### src/rtl/alu_apb_cmd_master.sv
// rtl/alu_apb_cmd_master.sv - buffered ALU command issuer: APB write, optional settle + read-back, one response per command
module alu_apb_cmd_master #(
  parameter int FIFO_DEPTH    = 4,
  parameter int SETTLE_CYCLES = 4,
  parameter int TIMEOUT       = 16
) (
  input  logic        clk,
  input  logic        reset_n,
  input  logic        cmd_valid,
  output logic        cmd_ready,
  input  logic [31:0] cmd_word,
  input  logic        cmd_readback,
  output logic        rsp_valid,
  input  logic        rsp_ready,
  output logic [31:0] rsp_data,
  output logic        rsp_err,
  output logic        busy,
  output logic        psel,
  output logic        penable,
  output logic        pwrite,
  output logic [31:0] paddr,
  output logic [31:0] pwdata,
  input  logic [31:0] prdata,
  input  logic        pready,
  input  logic        pslverr
);
  localparam int PW      = $clog2(FIFO_DEPTH);
  localparam int CNT_MAX = (TIMEOUT > SETTLE_CYCLES) ? TIMEOUT : SETTLE_CYCLES;
  localparam int CW      = $clog2(CNT_MAX + 1);

  typedef enum logic [2:0] {
    S_IDLE, S_WSETUP, S_WACCESS, S_SETTLE, S_RSETUP, S_RACCESS, S_RESP
  } state_t;

  state_t state, state_next;

  logic [32:0]   fifo_mem [FIFO_DEPTH];
  logic [32:0]   fifo_head;
  logic [PW-1:0] wr_ptr, rd_ptr;
  logic [PW:0]   fifo_count;
  logic          fifo_empty, fifo_full, push, pop;

  logic [31:0]   word_q;
  logic          rb_q;
  logic          err_q;
  logic [31:0]   data_q;
  logic [CW-1:0] cnt;
  logic          access, timeout_hit, settle_done, bad_addr;

  assign fifo_empty = (fifo_count == '0);
  assign fifo_full  = (fifo_count == (PW+1)'(FIFO_DEPTH));
  assign cmd_ready  = !fifo_full;
  assign push       = cmd_valid && cmd_ready;
  assign pop        = (state == S_IDLE) && !fifo_empty;
  assign fifo_head  = fifo_mem[rd_ptr];

  always_ff @(posedge clk or negedge reset_n) begin
    if (!reset_n) begin
      wr_ptr     <= '0;
      rd_ptr     <= '0;
      fifo_count <= '0;
    end else begin
      if (push) wr_ptr <= wr_ptr + 1'b1;
      if (pop)  rd_ptr <= rd_ptr + 1'b1;
      case ({push, pop})
        2'b10:   fifo_count <= fifo_count + 1'b1;
        2'b01:   fifo_count <= fifo_count - 1'b1;
        default: fifo_count <= fifo_count;
      endcase
    end
  end

  // Storage needs no reset: occupancy alone decides what is valid.
  always_ff @(posedge clk) begin
    if (push) fifo_mem[wr_ptr] <= {cmd_readback, cmd_word};
  end

  assign access      = (state == S_WACCESS) || (state == S_RACCESS);
  assign timeout_hit = access && !pready && (cnt == CW'(TIMEOUT - 1));
  assign settle_done = (cnt == CW'(SETTLE_CYCLES - 1));
  assign bad_addr    = (word_q[5:0] > 6'd15);

  always_ff @(posedge clk or negedge reset_n) begin
    if (!reset_n) state <= S_IDLE;
    else          state <= state_next;
  end

  always_comb begin
    state_next = state;
    psel       = 1'b0;
    penable    = 1'b0;
    pwrite     = 1'b0;
    paddr      = '0;
    pwdata     = '0;
    rsp_valid  = 1'b0;
    rsp_data   = '0;
    rsp_err    = 1'b0;
    unique case (state)
      S_IDLE: if (!fifo_empty) state_next = S_WSETUP;
      S_WSETUP: begin
        psel       = 1'b1;
        pwrite     = 1'b1;
        pwdata     = word_q;
        state_next = S_WACCESS;
      end
      S_WACCESS: begin
        psel    = 1'b1;
        penable = 1'b1;
        pwrite  = 1'b1;
        pwdata  = word_q;
        // Slave error wins over write-only, which wins over an out-of-range read address.
        if (pready) state_next = (pslverr || !rb_q || bad_addr) ? S_RESP : S_SETTLE;
        else if (timeout_hit) state_next = S_RESP;
      end
      S_SETTLE: if (settle_done) state_next = S_RSETUP;
      S_RSETUP: begin
        psel       = 1'b1;
        paddr      = {26'b0, word_q[5:0]};
        state_next = S_RACCESS;
      end
      S_RACCESS: begin
        psel    = 1'b1;
        penable = 1'b1;
        paddr   = {26'b0, word_q[5:0]};
        if (pready || timeout_hit) state_next = S_RESP;
      end
      S_RESP: begin
        rsp_valid = 1'b1;
        rsp_data  = data_q;
        rsp_err   = err_q;
        if (rsp_ready) state_next = S_IDLE;
      end
      default: state_next = S_IDLE;
    endcase
  end

  assign busy = (state != S_IDLE) || !fifo_empty;

  always_ff @(posedge clk or negedge reset_n) begin
    if (!reset_n) begin
      word_q <= '0;
      rb_q   <= 1'b0;
      err_q  <= 1'b0;
      data_q <= '0;
      cnt    <= '0;
    end else begin
      if (state_next != state)                cnt <= '0;
      else if (access || state == S_SETTLE)   cnt <= cnt + 1'b1;

      if (pop) begin
        word_q <= fifo_head[31:0];
        rb_q   <= fifo_head[32];
        err_q  <= 1'b0;
        data_q <= '0;
      end
      if (state == S_WACCESS && pready) err_q <= pslverr || (rb_q && bad_addr);
      if (state == S_RACCESS && pready) begin
        err_q  <= err_q || pslverr;
        data_q <= (err_q || pslverr) ? 32'h0 : prdata;
      end
      if (timeout_hit) begin
        err_q  <= 1'b1;
        data_q <= '0;
      end
    end
  end
endmodule

### config.mk
export PLATFORM = sky130hd
export DESIGN_NAME = alu_apb_cmd_master
export DESIGN_NICKNAME = d
export VERILOG_FILES = /design/src/rtl/alu_apb_cmd_master.sv
export SDC_FILE = /design/constraint.sdc
export NUM_CORES = 1
export LEC_CHECK = 0
export CAP_MARGIN = 5
export CORE_MARGIN = 5
export CORE_UTILIZATION = 55
export CTS_CLUSTER_SIZE = 14
export DETAILED_ROUTE_END_ITERATION = 8
export PLACE_DENSITY = 0.95
export SLEW_MARGIN = 15
export SYNTH_ARGS = -nofsm -noshare
export SYNTH_HDL_FRONTEND = slang
export SYNTH_SLANG_ARGS = --single-unit
### constraint.sdc
create_clock -name clk -period 5.3 [get_ports clk]
set_clock_uncertainty 0.15 [all_clocks]
set_input_delay 1.325 -clock clk [delete_from_list [all_inputs] [get_ports clk]]
set_output_delay 1.325 -clock clk [all_outputs]
set_load 0.01 [all_outputs]
==> metrics.txt, run 1 <==
Switch Pwr 1800 uW; Initial Utilization a little under three fifths; Buffers on Ports 147; Post-DP Area between 10000 and 15000 um2; Leak 0.00438 uW; Final min period between 4000 and 5000 ps; row cnt 46; status finished clean; vias in the first global route 5367; Register-to-Register Setup Slack 1910 ps; worst path buffer plus inverter count 2; maximum root-to-sink buffer count 3; slowest CP cell dfrtp_1; Yosys warning count 0; total gr overflow 0; combinational share of power 31.4%; Routed Antenna Nets 0; Layout Cell Area excl Fill 11100 um2; CP peak stage delay around 560 ps; Die Span Y 137 um; endpoints failing setup 0; pwr dens 514 nW/um2; overall via count from detail_route 5265; # diodes 0; register area share after synthesis between 60% and 70%; Worst path top cell family by delay buffers and inverters; global-route usage over all layers 19.7%; CTS Hold Bufs 0; number of I/O pins 174; CTS resizes 0; footprint of the multi-input gates between 2000 and 3000 um2; final wirelength 18.4 mm; share of layout cells above drive strength 1 between 10% and 20%; Switching Share 31.4%; Arr. time, crit path 2760 ps; 1st-iter DRT viols 307; Reg clk slew, reported paths 60 ps; TritonCTS buffer count 21; # DRC 0; Setup crit start kind register; synth unique cells 47; part of the power in registers a little over two fifths; Final #Nets 836; worst path cell trace nand2b_1 > a21oi_2 > buf_4 > and2_1 > clkdlybuf4s50_1; fmax roughly 240 MHz; largest net degree at the start of global routing 53; Internal 3930 uW; Placeable Area ~16000 um2; antenna violations before repair 2; register area 5990 um2; EDFF count, synth around 130; RSZ-0062 raised after global routing false; Cell Area, Synth 8920 um2; Clock power frac roughly 25%; chip width 137 um; H-tree depth 1; final hold vios 0; top_reg_cell synth edfxtp_1; GP Congestion 0.826; Slew @ Worst Pin 934 ps; worst hold path class register to register; Slew HR 37.7%; global-route wire length before repair 28.6 mm; Peak supply drop 0.371 mV; Worst Setup End Kind primary output; CP Max Fanout 19; CTS tree done; Yosys reg bits roughly 210; Clk Latency, worst-skew pair approximately 500 ps; CTS Root Cell clkbuf_16; HPWL Detailed 12.1 mm; post-CTS setup buffer count 0; Final period util 80.0%; syn avg cell area 14.6 um2; ys async rst share 38.0%; maxcap violations 0; final max-slew violation count 0; Avg WL per Cell 18.6 um; Via density 5.33; Setup TNS 0 ps; DRT Pass-1 Iters 6; Crit Path Class register to primary output; Area Overhead vs Synth 24.9%; Crit path required time 3830 ps; Die ar. between 15000 and 20000 um2; Syn Inst Count 612; fillers 1064; total clock sinks between 200 and 250
-- power by group through the flow --
stage	Clock, uW	Sequential, uW	Combinational (uW)
finish	1430	2500	1800
global route	1530	2550	1980
CTS	1470	2500	1830
detailed placement	0	2530	1820
global placement	0	2500	1760
floorplan	0	2350	1310
-- metal layers --
metal | track usage, % | share of wire (%) | vias to the layer above
met2 | 33.1 | 49 | 218
li1 | - | - | 2445
met3 | 4.86 | 9.2 | 31
met4 | 4.99 | 2.2 | 4
met5 | 0 | 0.12 | -
met1 | 26.2 | 39 | 2567
-- cell usage in the layout (no fill, tap or decap), types with 3 or more instances in the layout --
cell             instances
a22o_1                  32
and3_2                   4
clkdlybuf4s50_1        146
nor2b_1                  4
nand3b_1                 3
conb_1                  26
nand2b_1                 4
dfrtp_1                 79
clkbuf_16               21
ha_1                     7
clkinv_2                 5
edfxtp_1               132
clkbuf_1                 5
nor2_1                  10
buf_4                    8
mux4_2                  33
inv_1                    8
xor2_1                   5
o21ai_0                  7
nand2_1                105
a21oi_1                  5
nor3_1                   5
and2_1                  72
xnor2_1                  4
nand3_1                  3
-- final cells by class --
| class | instances | area share [%] |
|---|---|---|
| clock buffer | 27 | 5.01 |
| clock inverter | 11 | 0.988 |
| inverter | 9 | 0.326 |
| multi-input combinational | 358 | 23.8 |
| sequential | 213 | 53.8 |
| tap | 216 | 2.43 |
| timing repair buffer | 154 | 13.7 |
-- cell usage after synthesis, types with 2 or more instances --
cell type | n | area (um2)
nand3b_1 | 3 | 22.5
o2111ai_1 | 2 | 17.5
ha_1 | 7 | 87.6
edfxtp_1 | 132 | 3960
clkbuf_1 | 15 | 56.3
buf_6 | 3 | 33.8
a21oi_1 | 6 | 30.0
dfrtp_1 | 81 | 2030
buf_4 | 27 | 203
nand2_1 | 105 | 394
xnor2_1 | 4 | 35.0
and3_1 | 5 | 31.3
nor2b_1 | 4 | 25.0
mux4_2 | 33 | 743
nor3_1 | 5 | 25.0
a22o_1 | 32 | 280
nand3_1 | 3 | 15.0
a21o_1 | 2 | 15.0
nor2_1 | 10 | 37.5
xor2_1 | 5 | 43.8
o21ai_0 | 7 | 35.0
nand2b_1 | 5 | 31.3
nor3_2 | 2 | 20.0
and2_1 | 72 | 450
or2_2 | 2 | 12.5
inv_1 | 8 | 30.0
mux2i_1 | 2 | 20.0
buf_2 | 11 | 55.1
-- sequential cells by signal (all words and copies together) (netlist names) --
| register | count |
|---|---|
| state | 3 |
| rb_q | 1 |
| cnt | 5 |
| fifo_count | 3 |
| err_q | 1 |
| wr_ptr | 2 |
| rd_ptr | 2 |
| fifo_mem | 132 |
| word_q | 32 |
| data_q | 32 |
-- worst reg2reg max path, stage by stage (launching register included) --
cell and delay, ps:
dfrtp_1 560, nor3_2 320, nand2b_2 540, inv_4 590, ha_1 280, inv_1 60
fa_1 370, xor2_1 150, nor2_1 110, xor2_1 170
-- through the flow --
| stage | instances | hold WS (ps) | util, % | power [uW] | worst slack (ps) |
|---|---|---|---|---|---|
| after floorplan | 637 | 287 | - | 3670 | 2420 |
| final | 988 | 314 | 70.1 | 5730 | 1060 |
| after detailed placement | 950 | 305 | 65.9 | 4350 | 1540 |
| after global routing | 988 | 345 | 70.1 | 6070 | 853 |
| after CTS | 988 | 320 | 70.1 | 5800 | 989 |
| after global placement | 950 | 300 | 65.9 | 4270 | 1660 |
-- cell families after synthesis --
logic type | share of synthesized area, %
buffers and inverters | 4.35
flip-flops | 67.2
XOR/XNOR | 0.884
AO/OA/AOI/OAI | 5.08
multiplexers | 8.68
other | 0.0420
AND/OR/NAND/NOR | 12.6
adder cells (fa/ha/maj) | 1.21
-- worst paths after layout --
path                       startpoint            end  cells after the start
hold reg to reg            word_q[26]     word_q[26]                      2
setup reg to reg             state[0]  fifo_count[2]                      9
setup / recovery             state[0]     pwdata[19]                      5
min in group asynchronous     reset_n      word_q[7]                      1
max in group asynchronous     reset_n      rd_ptr[0]                      2
hold / removal             word_q[26]     word_q[26]                      2
Power figures use the tool's default switching activity.
==> run 2, diff against run 1 <==
--- a/config.mk
+++ b/config.mk
@@ -7,10 +7,10 @@
 export LEC_CHECK = 0
 export CAP_MARGIN = 5
 export CORE_MARGIN = 5
-export CORE_UTILIZATION = 55
+export CORE_UTILIZATION = 52
 export CTS_CLUSTER_SIZE = 14
 export DETAILED_ROUTE_END_ITERATION = 8
-export PLACE_DENSITY = 0.95
+export PLACE_DENSITY = 0.91
 export SLEW_MARGIN = 15
 export SYNTH_ARGS = -nofsm -noshare
 export SYNTH_HDL_FRONTEND = slang
==> constraint.sdc (replaced) <==
create_clock -name clk -period 4.3 [get_ports clk]
set_clock_uncertainty 0.15 [all_clocks]
set_input_delay 1.075 -clock clk [delete_from_list [all_inputs] [get_ports clk]]
set_output_delay 1.075 -clock clk [all_outputs]
set_load 0.01 [all_outputs]
==> run 2 against run 1 <==
Sequential cell count unchanged. Utilization fell by 2.4 points. Die area increased by 5.3%.
==> metrics.txt, run 2 (synthesis results as in run 1) <==
status finished clean; power consumption 7410 uW; vias in the first global route 5573; # diodes 0; CTS resizes 0; CP Max Fanout 19; row cnt 47; Clock power frac approximately 28%; total gr overflow 0; Worst setup startpoint state[0]; footprint of the multi-input gates 2660 um2; global-route wire length before repair approximately 31 mm; Slew HR 38.4%; HPWL Detailed 12.6 mm; Clk Latency, worst-skew pair 500 ps; share of layout cells above drive strength 1 12.5%; Buffers on Ports 147; top flop regs fifo_mem x132, data_q x32, word_q x32; # DRC 0; final wirelength 19.5 mm; chip width 141 um; Crit path required time 3070 ps; Final #Nets 839; Final min period 3920 ps; Largest Register fifo_mem; antenna violations before repair 1; Routed Antenna Nets 0; Final period util 91.2%; maxcap violations 0; number of I/O pins roughly 170; Leak approximately 0.0045 uW; CTS Root Cell clkbuf_16; Arr. time, crit path 2700 ps; combinational share of power 30.0%; Switch Pwr 2300 uW; endpoints failing setup 0; register area between 5000 and 6000 um2; TritonCTS buffer count 23; Switching Share 31.1%; final hold vios 0; Worst Setup End Kind primary output; Die ar. 19900 um2; largest net degree at the start of global routing between 50 and 60; Setup TNS 0 ps; overall via count from detail_route 5386; Avg WL per Cell a little under 20 um; most frequent cells in the layout clkdlybuf4s50_1, edfxtp_1, nand2_1, dfrtp_1, and2_1; RSZ-0062 raised after global routing false; Peak supply drop 0.421 mV; fillers 1179; CTS tree done; worst reg2reg path startpoint state[0]; Crit Path Class register to primary output; Setup crit start kind register; Via density 5.40; Largest register FFs 132; fmax between 200 and 300 MHz; total clock sinks roughly 210; pwr dens between 600 and 700 nW/um2; commonest non-fill, non-tap cell in the layout clkdlybuf4s50_1; CTS Hold Bufs 0; H-tree depth 1; maximum root-to-sink buffer count 3; Register-to-Register Setup Slack between 1000 and 1500 ps; Internal 5110 uW; final max-slew violation count 0; Slew @ Worst Pin 924 ps; Placeable Area ~17000 um2; global-route usage over all layers 19.3%; DRT Pass-1 Iters 4; Area Overhead vs Synth 26.8%; Die Span Y between 100 and 150 um; post-CTS setup buffer count 0; hold path startpoint word_q[18]; 1st-iter DRT viols 274; Reg clk slew, reported paths roughly 60 ps; part of the power in registers 42.2%; GP Congestion between 0.8 and 0.9; worst hold path class register to register; Initial Utilization 53.4%
[run 2: changes by cell type in the layout (fill, tap and decap cells not counted), sizes merged]
cell / delta
buf: +1
bufinv: +3
clkbuf: -1
clkinv: +1
inv: +1
[run 2: final cells by class]
class	count	share of cell area [%]
clock buffers	26	5.19
clock inverters	16	1.89
multi-input cells	358	23.5
well taps	220	2.43
flip-flops and latches	213	53.0
repair buffers	155	13.6
inverters	9	0.321
[run 2: worst paths after layout]
kind | end | cells past startpoint
worst max-delay path | pwdata[9] | 5
worst min-delay path | word_q[18] | 2
worst max register to register | fifo_count[2] | 10
worst min register to register | word_q[18] | 2
max in group asynchronous | word_q[2] | 2
min in group asynchronous | state[1] | 1
[run 2: power by group through the flow]
stage	Combinational [uW]	Sequential, uW	Clock [uW]
detailed placement	2250	3170	0
CTS	2270	3140	2100
floorplan	1620	2900	0
global placement	2180	3140	0
global route	2450	3200	2190
finish	2230	3130	2060
[run 2: per-layer routing]
metal	track usage, %	share of wire, %
met1	25.2	41
met2	33.0	49
met5	0	0.093
met3	5.18	8.7
met4	4.13	1.5
[run 2: critical path, cell delays in order, from the launching register on]
cell and delay [ps]:
dfrtp_1 560, nand2b_1 300, a21oi_4 450, buf_12 210, and2_1 140, clkdlybuf4s50_1 530
[run 2: through the flow]
stage                     setup slack, ps  cell area [um2]  hold WS, ps  util [%]  instances
after global routing                  182            11300          346      67.7        997
after floorplan                      1670             9010          287         -        637
final                                 378            11300          321      67.7        997
after CTS                             333            11300          326      67.7        997
after global placement                979            10500          299      62.9        955
after detailed placement              881            10500          308      62.9        955
